--- config.mk ---
export PLATFORM = sky130hd
export DESIGN_NAME = regfile_dbg_controller
export DESIGN_NICKNAME = d
export VERILOG_FILES = /design/src/rtl/regfile_dbg_pkg.sv /design/src/rtl/regfile_dump_seq.sv /design/src/rtl/regfile_dbg_controller.sv
export SDC_FILE = /design/constraint.sdc
export NUM_CORES = 1
export LEC_CHECK = 0
export ABC_AREA = 1
export ABC_CLOCK_PERIOD_IN_PS = 2000
export CAP_MARGIN = 20
export CORE_MARGIN = 1
export CORE_UTILIZATION = 23
export CTS_CLUSTER_SIZE = 24
export DETAILED_ROUTE_END_ITERATION = 16
export PLACE_DENSITY = 0.86
export REMOVE_ABC_BUFFERS = 1
export SETUP_SLACK_MARGIN = 0.2
export SLEW_MARGIN = 30
export SYNTH_ARGS = -nofsm -noshare
export SYNTH_HDL_FRONTEND = slang
export SYNTH_HIERARCHICAL = 1
export SYNTH_SLANG_ARGS = --single-unit
--- constraint.sdc ---
create_clock -name clk -period 2 [get_ports clk]
set_input_delay 0.3 -clock clk [delete_from_list [all_inputs] [get_ports clk]]
set_output_delay 0.3 -clock clk [all_outputs]
set_load 0.1 [all_outputs]
--- src/rtl/regfile_dbg_pkg.sv ---
// Shared types and constants for the register-file debug controller.
package regfile_dbg_pkg;

  localparam int REG_AW = 4;
  localparam int REG_DW = 16;
  localparam logic [REG_AW-1:0] LAST_REG = 4'd15;

  typedef enum logic [1:0] {
    IDLE = 2'd0,
    READ = 2'd1,
    SEND = 2'd2,
    DONE = 2'd3
  } dump_state_e;

  // Saturating increment keeps a stuck pipeline from wrapping the starve count back to zero.
  function automatic logic [2:0] sat_inc3(input logic [2:0] value);
    return (value == 3'd7) ? value : value + 3'd1;
  endfunction

endpackage

--- src/rtl/regfile_dump_seq.sv ---
// Register dump sequencer: walks every register once and streams it out with valid/ready.
module regfile_dump_seq
  import regfile_dbg_pkg::*;
(
  input  logic              clk,
  input  logic              reset,
  input  logic              dump_start,
  input  logic              dump_ready,
  input  logic [REG_AW-1:0] cpu_raddr1,
  input  logic [REG_DW-1:0] rf_rdata1,
  output logic              dump_valid,
  output logic              dump_busy,
  output logic [REG_AW-1:0] dump_addr,
  output logic [REG_DW-1:0] dump_data,
  output logic [REG_AW-1:0] rf_raddr1
);

  dump_state_e       state_r, state_next_s;
  logic [REG_AW-1:0] idx_r, idx_next_s;
  logic [REG_AW-1:0] addr_next_s;
  logic [REG_DW-1:0] data_next_s;

  // State, index and beat registers.
  always_ff @(posedge clk or negedge reset) begin
    if (!reset) begin
      state_r   <= IDLE;
      idx_r     <= 4'd0;
      dump_addr <= 4'd0;
      dump_data <= 16'd0;
    end else begin
      state_r   <= state_next_s;
      idx_r     <= idx_next_s;
      dump_addr <= addr_next_s;
      dump_data <= data_next_s;
    end
  end

  // Next-state logic; the beat registers only load in READ so they hold through SEND back-pressure.
  always_comb begin
    state_next_s = state_r;
    idx_next_s   = idx_r;
    addr_next_s  = dump_addr;
    data_next_s  = dump_data;
    case (state_r)
      IDLE: begin
        if (dump_start) begin
          state_next_s = READ;
          idx_next_s   = 4'd0;
        end else begin
          state_next_s = IDLE;
        end
      end
      READ: begin
        data_next_s  = rf_rdata1;
        addr_next_s  = idx_r;
        state_next_s = SEND;
      end
      SEND: begin
        if (dump_ready && (idx_r == LAST_REG)) begin
          state_next_s = DONE;
        end else if (dump_ready) begin
          idx_next_s   = idx_r + 4'd1;
          state_next_s = READ;
        end else begin
          state_next_s = SEND;
        end
      end
      DONE:    state_next_s = IDLE;
      default: state_next_s = IDLE;
    endcase
  end

  assign dump_valid = (state_r == SEND);
  assign dump_busy  = (state_r != IDLE);
  assign rf_raddr1  = (state_r == READ) ? idx_r : cpu_raddr1;

endmodule

--- src/rtl/regfile_dbg_controller.sv ---
// Register-file write arbiter (pipeline vs debug) with starvation stall and optional register dump.
// The dump sequencer is built only when REGFILE_DBG_DUMP_EN is defined.
module regfile_dbg_controller
  import regfile_dbg_pkg::*;
#(
  parameter int STARVE_MAX = 4
) (
  input  logic              clk,
  input  logic              reset,
  input  logic              cpu_we,
  input  logic [REG_AW-1:0] cpu_waddr,
  input  logic [REG_DW-1:0] cpu_wdata,
  input  logic [REG_AW-1:0] cpu_raddr1,
  output logic              cpu_stall,
  input  logic              dbg_req,
  input  logic [REG_AW-1:0] dbg_addr,
  input  logic [REG_DW-1:0] dbg_wdata,
  output logic              dbg_ack,
  input  logic              dump_start,
  output logic              dump_busy,
  output logic              dump_valid,
  input  logic              dump_ready,
  output logic [REG_AW-1:0] dump_addr,
  output logic [REG_DW-1:0] dump_data,
  output logic              rf_we,
  output logic [REG_AW-1:0] rf_waddr,
  output logic [REG_DW-1:0] rf_wdata,
  output logic [REG_AW-1:0] rf_raddr1,
  input  logic [REG_DW-1:0] rf_rdata1
);

  logic [2:0] starve_r;
  logic       grant_s;

  // Write port arbitration: pipeline first, debug only in cycles the pipeline leaves free.
  always_comb begin
    rf_we    = 1'b0;
    rf_waddr = 4'd0;
    rf_wdata = 16'd0;
    grant_s  = 1'b0;
    if (!reset) begin
      rf_we = 1'b0;
    end else if (cpu_we) begin
      rf_we    = 1'b1;
      rf_waddr = cpu_waddr;
      rf_wdata = cpu_wdata;
    end else if (dbg_req) begin
      rf_we    = 1'b1;
      rf_waddr = dbg_addr;
      rf_wdata = dbg_wdata;
      grant_s  = 1'b1;
    end else begin
      rf_we = 1'b0;
    end
  end

  assign dbg_ack = grant_s;

  // Starve counter: counts blocked debug cycles, cleared by a grant or a dropped request.
  always_ff @(posedge clk or negedge reset) begin
    if (!reset) begin
      starve_r <= 3'd0;
    end else if (!dbg_req || grant_s) begin
      starve_r <= 3'd0;
    end else if (cpu_we) begin
      starve_r <= sat_inc3(starve_r);
    end else begin
      starve_r <= starve_r;
    end
  end

  assign cpu_stall = reset & ((starve_r == 3'(STARVE_MAX)) | dump_busy);

`ifdef REGFILE_DBG_DUMP_EN
  regfile_dump_seq u_dump_seq (
    .clk        (clk),
    .reset      (reset),
    .dump_start (dump_start),
    .dump_ready (dump_ready),
    .cpu_raddr1 (cpu_raddr1),
    .rf_rdata1  (rf_rdata1),
    .dump_valid (dump_valid),
    .dump_busy  (dump_busy),
    .dump_addr  (dump_addr),
    .dump_data  (dump_data),
    .rf_raddr1  (rf_raddr1)
  );
`else
  logic unused_dump_inputs;
  assign unused_dump_inputs = ^{dump_start, dump_ready, rf_rdata1};
  assign dump_valid = 1'b0;
  assign dump_busy  = 1'b0;
  assign dump_addr  = 4'd0;
  assign dump_data  = 16'd0;
  assign rf_raddr1  = cpu_raddr1;
`endif

endmodule
==> results.yml <==
worst_setup_path:
  path_max_fanout: 9
  r2r_start: "starve_r[0]$_DFFE_PN0P_"
  worstPathRequired_ns: 1.70
  rrSetupSlack_ns: 0.75
  cp_data_arrival_time_ns: 1.33
  rr_worst_depth: 7
  r2r_end: "starve_r[0]$_DFFE_PN0P_"
  crit_start: "cpu_we"
  crit_path_end_kind: "output pin"
  start_kind: "input pin"
  crit_end: "rf_wdata[3]"
  worstSetupPathType: "input pin to output pin"
route:
  antenna_left: 0
  viasPerCell: 4.02
  dr.pass1.iters: 4
  wire_per_inst_um: 10.7
  num_vias: 893
  route.detailed.drc: 0
  finalWirelength_um: 2380
  first_iter_violations: 33
timing:
  finalCritPeriodShare_pct: 81.6
  drv_slew: 0
  rsz0062_at_grt: "no"
  fmax_mhz: 613
  hold_ws_ns: 0.138
  fin_ws_ns: 0.369
  hold_viol: 0
  finalCriticalPeriod_ns: 1.63
  skew_ns: 0.00381
  setup_viol: 0
power:
  p_switching_mw: 0.490
  peakVddDrop_mv: 0.423
  internal_power_mw: 0.343
  power_density_nw_per_um2: 521
  p_comb_share_pct: 79.0
  p_clk_share_pct: 13.2
  switching_share_pct: 58.8
  pwr-share-seq_pct: 7.8
  p_leak_nw: 0.809
layout:
  num_antenna_cells: 0
  drive_gt1_share_pct: 22.0
  finish.net_count: 261
  regMostFlops: "starve_r"
  largestRegisters: "starve_r x3"
  multi_input_area_um2: 437
  area_growth_pct: 133
  layout_common_cells: "nand2_1, clkdlybuf4s50_1, buf_12, conb_1, nand2_2"
  stdcell_count: 222
  final_common_cell: "nand2_1"
  regArea_um2: 75.1
  fillers: 242
  final_util_pct: 57.5
  largest_register_ffs: 3
cts:
  insertion_delay_ns: 0.24
  cts.sinks: 3
  tritoncts: "built"
  cts_hold_buf: 0
  root_buffer: "clkbuf_4"
  numCtsBuffers: 3
  clk_pin_slew_worst_paths_ns: 0.04
  cts.path.max_buffers: 2
  h-tree-depth: 1
floorplanning:
  ios: 115
  initial_core_util_pct: 24.7
  dieArea_um2: 3210
  die_x_um: 56.7
  die_y_um: 56.7
  num_rows: 19
  core-area_um2: 2780
yosys:
  synth_seq_cells: 3
  synth.avg_cell_area_um2: 5.63
  ys_types: 13
  yosys_warnings: 6
  ys_seq_area_share_pct: 10.9
  syn_inst: 122
  syn_area_um2: 687
place:
  dpl_worst_slack_ns: 0.138
  io_buffers: 66
  place_congestion: 0.722
  place_hpwl_um: 1920
  placed_cells: 215
global_routing:
  grt_pass1_vias: 897
  antenna_found_initial: 0
  gr-usage-all-layers_pct: 15.8
  grt-ovfl-total: 0
  grt_first_pass_wirelength_um: 3870
  grt_max_degree: 14
outcome:
  outcome: "finished, final reports clean"
hold_path:
  hold_class: "input pin to async pin"
job:
  cap_violations: 0
==> final cells by class <==
class / instances / area share [%]
flip-flops and latches: 3 / 4.69
well taps: 31 / 2.42
inverters: 7 / 1.64
clock buffers: 4 / 1.64
multi-input cells: 103 / 27.3
repair buffers: 74 / 62.3
==> critical path, cell delays in order <==
cell           delay (ns)
dlygate4sd2_1        0.25
inv_1                0.05
nand3_1              0.07
inv_2                0.07
bufbuf_16            0.26
nand2_1              0.05
nand2_1              0.09
buf_12               0.18
==> cells in the mapped netlist <==
master | n | area [um2]
a21oi_1 | 2 | 10.0
buf_4 | 26 | 195
buf_6 | 4 | 45.0
conb_1 | 1 | 3.75
dfrtp_1 | 3 | 75.1
ha_1 | 3 | 37.5
inv_1 | 5 | 18.8
inv_2 | 2 | 7.51
nand2_1 | 68 | 255
nand2_2 | 1 | 6.26
nand3_1 | 4 | 20.0
nor2_1 | 2 | 7.51
o21ai_0 | 1 | 5.00
==> power by group through the flow <==
stage	combinational [mW]	sequential [mW]	clock [mW]
floorplan	0.415	0.0656	0
global placement	0.645	0.0658	0
detailed placement	0.651	0.0660	0
CTS	0.661	0.0652	0.119
global route	0.682	0.0654	0.122
finish	0.658	0.0652	0.110
==> worst min-delay path by stage <==
stage          depth (start not counted)                 endpoint                     from  slack [ns]
3_5_place_dp                           2  starve_r[2]$_DFFE_PN0P_  starve_r[2]$_DFFE_PN0P_        0.56
2_1_floorplan                          0  starve_r[0]$_DFFE_PN0P_                    reset       0.004
5_1_grt                                2  starve_r[0]$_DFFE_PN0P_                    reset        0.16
3_3_place_gp                           2  starve_r[1]$_DFFE_PN0P_  starve_r[1]$_DFFE_PN0P_        0.55
6_report                               2  starve_r[0]$_DFFE_PN0P_                    reset        0.14
4_1_cts                                2  starve_r[0]$_DFFE_PN0P_                    reset        0.13
==> metal layers <==
layer / wire, um / GRT usage (%) / vias up
met5: 0 / 0 / -
met4: 22 / 6.27 / 0
met3: 199 / 5.30 / 2
met2: 1390 / 31.4 / 42
met1: 770 / 14.3 / 393
li1: - / - / 456
==> through the flow <==
stage | total power, mW | cell area (um2) | TNS (ns)
floorplan | 0.480 | 526 | -0.179
global placement | 0.711 | 1520 | 0
detailed placement | 0.717 | 1520 | 0
CTS | 0.845 | 1600 | 0
global route | 0.869 | 1600 | 0
finish | 0.834 | 1600 | 0
==> cell families after synthesis <==
logic type / synth area share [%]
compound gates: 2.19
other cells: 0.546
buf+inv: 38.8
flops: 10.9
simple gates: 42.1
fa+ha+maj: 5.47
==> timing repair <==
item / CTS / global route
endpoints found under the setup margin: 18 / 0
gates resized for setup: 8 / 0
setup buffers: 2 / 0
No activity file was read; power rests on OpenSTA's default activity.
